### src/rtl/pipe_stage_reg.sv
// pipe_stage_reg: parametrised pipeline-boundary register.
// Carries a payload, a destination register address and a control bundle
// through DEPTH slots. Each slot has a valid bit. Supports stall (hold) and
// flush (bubble insertion).
//
// Optional feature: define PIPE_STAGE_REG_STATS_EN to build saturating
// stall and bubble counters. When it is undefined, both counter ports are
// tied to zero.
//
// Ports:
//   clk, rst          clock and asynchronous active-high reset
//   stall_i           hold every slot
//   flush_i           invalidate every slot (wins over stall_i)
//   valid_i           input entry is a real instruction
//   data_i/addr_i/ctrl_i  payload, destination address and control in
//   valid_o/data_o/addr_o/ctrl_o  contents of the last slot
//                     (ctrl_o is gated by valid_o)
//   busy_o            OR of all slot valid bits
//   stall_cnt_o       stall-cycle counter
//   bubble_cnt_o      bubble-output counter
module pipe_stage_reg #(
  parameter int unsigned DATA_W = 64,
  parameter int unsigned ADDR_W = 5,
  parameter int unsigned CTRL_W = 2,
  parameter int unsigned DEPTH  = 1   // legal range 1..4
) (
  input  logic              clk,
  input  logic              rst,
  input  logic              stall_i,
  input  logic              flush_i,
  input  logic              valid_i,
  input  logic [DATA_W-1:0] data_i,
  input  logic [ADDR_W-1:0] addr_i,
  input  logic [CTRL_W-1:0] ctrl_i,
  output logic              valid_o,
  output logic [DATA_W-1:0] data_o,
  output logic [ADDR_W-1:0] addr_o,
  output logic [CTRL_W-1:0] ctrl_o,
  output logic              busy_o,
  output logic [15:0]       stall_cnt_o,
  output logic [15:0]       bubble_cnt_o
);

  localparam int unsigned CNT_W = 16;

  logic              r_v    [DEPTH];
  logic [DATA_W-1:0] r_data [DEPTH];
  logic [ADDR_W-1:0] r_addr [DEPTH];
  logic [CTRL_W-1:0] r_ctrl [DEPTH];
  logic              w_busy;

  // Slot array: reset > flush > stall > shift.
  // A flush leaves the data field alone, because it is don't-care while v=0.
  always_ff @(posedge clk or posedge rst) begin
    if (rst) begin
      for (int unsigned k = 0; k < DEPTH; k++) begin
        r_v[k]    <= 1'b0;
        r_data[k] <= '0;
        r_addr[k] <= '0;
        r_ctrl[k] <= '0;
      end
    end else if (flush_i) begin
      for (int unsigned k = 0; k < DEPTH; k++) begin
        r_v[k]    <= 1'b0;
        r_addr[k] <= '0;
        r_ctrl[k] <= '0;
      end
    end else if (!stall_i) begin
      r_v[0]    <= valid_i;
      r_data[0] <= data_i;
      r_addr[0] <= addr_i;
      // A bubble never carries live control bits into the pipe.
      r_ctrl[0] <= ctrl_i & {CTRL_W{valid_i}};
      for (int unsigned k = 1; k < DEPTH; k++) begin
        r_v[k]    <= r_v[k-1];
        r_data[k] <= r_data[k-1];
        r_addr[k] <= r_addr[k-1];
        r_ctrl[k] <= r_ctrl[k-1];
      end
    end
  end

  // Any valid slot means a write is in flight.
  always_comb begin
    w_busy = 1'b0;
    for (int unsigned k = 0; k < DEPTH; k++) begin
      w_busy = w_busy | r_v[k];
    end
  end

  assign busy_o  = w_busy;
  assign valid_o = r_v[DEPTH-1];
  assign data_o  = r_data[DEPTH-1];
  assign addr_o  = r_addr[DEPTH-1];
  assign ctrl_o  = r_ctrl[DEPTH-1] & {CTRL_W{r_v[DEPTH-1]}};

`ifdef PIPE_STAGE_REG_STATS_EN
  logic [CNT_W-1:0] r_stall_cnt;
  logic [CNT_W-1:0] r_bubble_cnt;

  // Saturating counters. A bubble is counted when an invalid last slot is
  // shifted out.
  always_ff @(posedge clk or posedge rst) begin
    if (rst) begin
      r_stall_cnt  <= '0;
      r_bubble_cnt <= '0;
    end else if (!flush_i) begin
      if (stall_i) begin
        if (r_stall_cnt != {CNT_W{1'b1}}) r_stall_cnt <= r_stall_cnt + CNT_W'(1);
      end else if (!r_v[DEPTH-1]) begin
        if (r_bubble_cnt != {CNT_W{1'b1}}) r_bubble_cnt <= r_bubble_cnt + CNT_W'(1);
      end
    end
  end

  assign stall_cnt_o  = r_stall_cnt;
  assign bubble_cnt_o = r_bubble_cnt;
`else
  assign stall_cnt_o  = CNT_W'(0);
  assign bubble_cnt_o = CNT_W'(0);
`endif

endmodule

### config.mk
export PLATFORM = sky130hd
export DESIGN_NAME = pipe_stage_reg
export DESIGN_NICKNAME = d
export VERILOG_FILES = /design/src/rtl/pipe_stage_reg.sv
export SDC_FILE = /design/constraint.sdc
export NUM_CORES = 1
export LEC_CHECK = 0
export ABC_CLOCK_PERIOD_IN_PS = 3300
export BUFFER_PORTS_ARGS = -buffer_cell sky130_fd_sc_hd__buf_2
export CAP_MARGIN = 20
export CORE_MARGIN = 4
export CORE_UTILIZATION = 41
export DETAILED_ROUTE_END_ITERATION = 8
export HOLD_SLACK_MARGIN = 0.06
export PLACE_DENSITY = 0.81
export REMOVE_ABC_BUFFERS = 1
export SLEW_MARGIN = 20
export SYNTH_ARGS = -nofsm -noshare
export SYNTH_HDL_FRONTEND = slang
export SYNTH_SLANG_ARGS = --single-unit
export TNS_END_PERCENT = 50
### constraint.sdc
create_clock -name clk -period 3.3 [get_ports clk]
set_input_delay 0.66 -clock clk [delete_from_list [all_inputs] [get_ports clk]]
set_output_delay 0.66 -clock clk [all_outputs]
set_load 0.005 [all_outputs]
## Word level (Yosys, flattened, before mapping)

Cells that the tools add are included.
Widths: inputs -> output; s select.

- Input bits: 76
- Flip-flop bits (word level): 72

- Bitwise logic cells: 4
- Equality and inequality tests: 1
- Muxes and demuxes: 6
- Reductions and logical operators: 1

Operator list:

| operator | count |
|---|---|
| $mux 5 | 2 |
| $and 2x2->2 | 2 |
| $mux 2 | 2 |
| $mux 1 | 2 |
| $ne 2x1->1 const B | 1 |
| $not 1->1 | 2 |
| $reduce_and 2->1 | 1 |

## Longest topological paths before layout

- Word-level depth: 3
- Depth in mapped cells: 4
- Gate-level depth less buffers: 2

## Worst setup path before layout

Ideal clock, no wire load.

- Path type: input to register
- From: input port flush_i
- To: register r_data, in the netlist data_o[10]
- Slack: 1.684 ns
- Data required time: 3.175 ns
- Arrival time: 1.491 ns
- Stages on the path: 4
- Cell sequence: buf_4 -> nor2_8 -> buf_6 -> mux2_2

- Longest elaborated chain between the ends: 2

RTL lines:

| element | RTL line | RTL |
|---|---|---|
| start: declaration | 30 | `input logic flush_i,` |
| $not 1->1 (no source line) | - |  |
| $reduce_and 2->1 (no source line) | - |  |
| end signal: indexed assignment | 76 | `r_data[k] <= r_data[k-1];` |
| end: declaration | 47 | `logic [DATA_W-1:0] r_data [DEPTH];` |

No other way between the ends.
A chain may end at the register's enable or synchronous reset.

## Worst setup path in the final report

- From: input port stall_i
- To: register r_data, in the netlist data_o[7]

- Longest elaborated chain between the ends: 2

RTL lines:

| element | RTL line | RTL |
|---|---|---|
| start: declaration | 29 | `input logic stall_i,` |
| $not 1->1 (no source line) | - |  |
| $reduce_and 2->1 (no source line) | - |  |

No other way between the ends.

==> metrics.csv <==
stage,metric,value,unit
cells_and_area,insertedDiodeCount,0,
placed_design,dpl.cell_count,437,
sta,worst_clock_skew,0,ns
synthesis,avgSynthCellArea,15.0,um2
setup_path,worst-path-max-fanout,36,
setup_path,arrival,1.95,ns
global_route,grt_pass1_vias,2092,
power_and_ir_drop,peakVddDrop,232,uV
routing,first_pass_iters,3,
placed_design,io_buffer_count,148,
floorplanning,dieHeight,93.6,um
routing,wl_per_cell,13.5,um
cells_and_area,drive_above_1_share,63.5,%
sta,fmax,0.574,GHz
cells_and_area,layoutNonFillerInstCount,452,
cts,cts_htree_levels,3,
setup_path,critPathMaxStageDelay,0.42,ns
routing,drc,0,
cts,cts_setup_buffers,0,
sta,slew_headroom,66.4,%
global_route,track_usage,14.1,%
routing,drt_iter0_drc,29,
setup_path,required,3.51,ns
floorplanning,ios,181,
cts,cts.sinks,72,
routing,vias_per_cell,4.34,
setup_path,r2r_setup_slack,2.52,ns
setup_path,critPathSlowestCell,nor2_8,
cells_and_area,fillers,586,
setup_path,r2r_cells,1,
placed_design,dp_hpwl,4.68,mm
setup_path,crit_chain,buf_2 -> nor2_8 -> buf_12 -> mux2_2,
global_route,grt_overflow_total,0,
cells_and_area,area_delta_synth_final,29.0,%
power_and_ir_drop,pwr_density_cell,537,nW/um2
sta,timing.final.hold_violations,0,
cts,path_clk_slew,0.07,ns
sta,rsz0062_at_grt,no,
synthesis,yosysWarnings,0,
sta,period_share,52.8,%
min_path,hold_path_class,primary input to asynchronous set/reset pin,
synthesis,netlist_instances,200,
cts,cts_buffers,9,
sta,worstMarginPinSlew,0.504,ns
synthesis,seq_area_frac_synth,60.0,%
placed_design,routabilityCongestion,0.730,
setup_path,cp-start-kind,primary input,
synthesis,ys_types,15,
cts,insertion_delay,0.33,ns
setup_path,crit_type,primary input to flop,
setup_path,end_kind,flop,
cells_and_area,final_nets,428,
setup_path,regToRegStartpoint,data_o[4]$_DFFE_PP0P_,
global_route,grt_start_max_net_pins,42,
sta,post-route-min-period,1.74,ns
routing,vias,1961,
sta,setup_viol,0,
routing,ant_nets,0,
power_and_ir_drop,p_leak,1.99,nW
setup_path,r2r-end,data_o[4]$_DFFE_PP0P_,
synthesis,syn_area,3010,um2
outcome,status,"finished, final reports clean",
floorplanning,start_util,43.3,%
global_route,antenna_found_initial,0,
floorplanning,core-area,6940,um2
floorplanning,rows,30,
run,cap_violations,0,
cts,cts_resized,0,
cts,cts-root-buf,clkbuf_8,
floorplanning,die_x,93.6,um
cts,ctsHoldBuffers,0,
cts,cts_tree,done,
global_route,grt_pass1_wl,9.60,mm
cts,clk_path_buf_depth,2,
synthesis,ys_seq_elements,72,
floorplanning,dieArea,8760,um2
sta,setup-tns-final,0,ns
routing,wl,6.09,mm
sta,finalMaxSlewViolations,0,
## metal layers
layer / GRT usage [%] / part of all wire (%)
met3: 5.15 / 11
met5: 0 / 0
met2: 25.0 / 51
met4: 7.22 / 1.8
met1: 14.7 / 37
## worst max-delay path by stage
stage                             endpoint  cells after the start    start  slack, ns
global route        data_o[40]$_DFFE_PP0P_                      4  stall_i       1.49
finish               data_o[7]$_DFFE_PP0P_                      4  stall_i       1.56
global placement    data_o[17]$_DFFE_PP0P_                      4  stall_i       1.23
CTS                  data_o[7]$_DFFE_PP0P_                      4  stall_i       1.56
floorplan            addr_o[0]$_DFFE_PP0P_                      1      rst       0.82
detailed placement   data_o[4]$_DFFE_PP0P_                      4  stall_i       1.20
## state kept, by name (all words and copies together) (netlist names)
| signal | count |
|---|---|
| busy_o | 1 |
| r_ctrl | 2 |
| data_o | 64 |
| addr_o | 5 |
## final cells by class
cell class	instances	area, um2	area share (%)
tap	96	120	3.10
timing repair buffer	151	776	20.0
sequential	72	1800	46.5
inverter	1	3.75	0.0968
multi-input combinational	117	988	25.5
clock buffer	11	141	3.65
clock inverter	4	45.0	1.16
## power by group
group          internal [W]  switching [W]  leakage (nW)
Combinational      0.000212       0.000150          1.04
Sequential          0.00100      0.0000573         0.858
Clock              0.000362       0.000298        0.0989
Total               0.00158       0.000506          1.99
## synthesized netlist by cell type
| cell | n | area, um2 |
|---|---|---|
| buf_6 | 6 | 67.6 |
| conb_1 | 1 | 3.75 |
| nand3b_1 | 2 | 15.0 |
| buf_2 | 1 | 5.00 |
| buf_4 | 34 | 255 |
| mux2i_1 | 6 | 60.1 |
| mux2_1 | 5 | 56.3 |
| and2_1 | 2 | 12.5 |
| nor2_8 | 1 | 20.0 |
| mux2_2 | 59 | 664 |
| nand2_1 | 2 | 7.51 |
| dfrtp_1 | 72 | 1800 |
| a21oi_1 | 2 | 10.0 |
| inv_1 | 1 | 3.75 |
| nor2_1 | 6 | 22.5 |
## placed cells by master (no fill, tap or decap), drive strengths merged
master / instances
a21oi: 2
bufinv: 1
nand3b: 2
and2: 2
inv: 1
mux2: 64
mux2i: 6
clkbuf: 11
buf: 151
nand2: 2
nor2: 7
dfrtp: 72
conb: 32
clkinv: 3
## kinds of logic (layout without fill, tap and decap cells)
family                 Yosys count  in the layout  synth area share [%]
AO/OA/AOI/OAI                    2              2                 0.333
buffers and inverters           42            167                  11.0
flip-flops                      72             72                  60.0
multiplexers                    70             70                  26.0
other                            1             32                 0.125
AND/OR/NAND/NOR                 13             13                  2.58
## per-stage QoR
| stage | worst slack [ns] | instance area [um2] | hold WS (ns) | total power (W) | utilization, % |
|---|---|---|---|---|---|
| final | 1.56 | 3880 | 0.406 | 0.00208 | 55.8 |
| after global routing | 1.49 | 3880 | 0.417 | 0.00220 | 55.8 |
| after CTS | 1.56 | 3880 | 0.399 | 0.00212 | 55.8 |
| after detailed placement | 1.20 | 3690 | 0.475 | 0.00145 | 53.1 |
| after global placement | 1.23 | 3690 | 0.463 | 0.00143 | 53.1 |
| after floorplan | 0.815 | 2790 | 0.483 | 0.00124 | - |
## worst max-delay path: cells and delay by family
family / cells / cell delay (ns)
simple gates: 1 / 0.42
buf+inv: 2 / 0.48
mux: 1 / 0.36
Note: power is estimated with default switching activity, not from simulation.
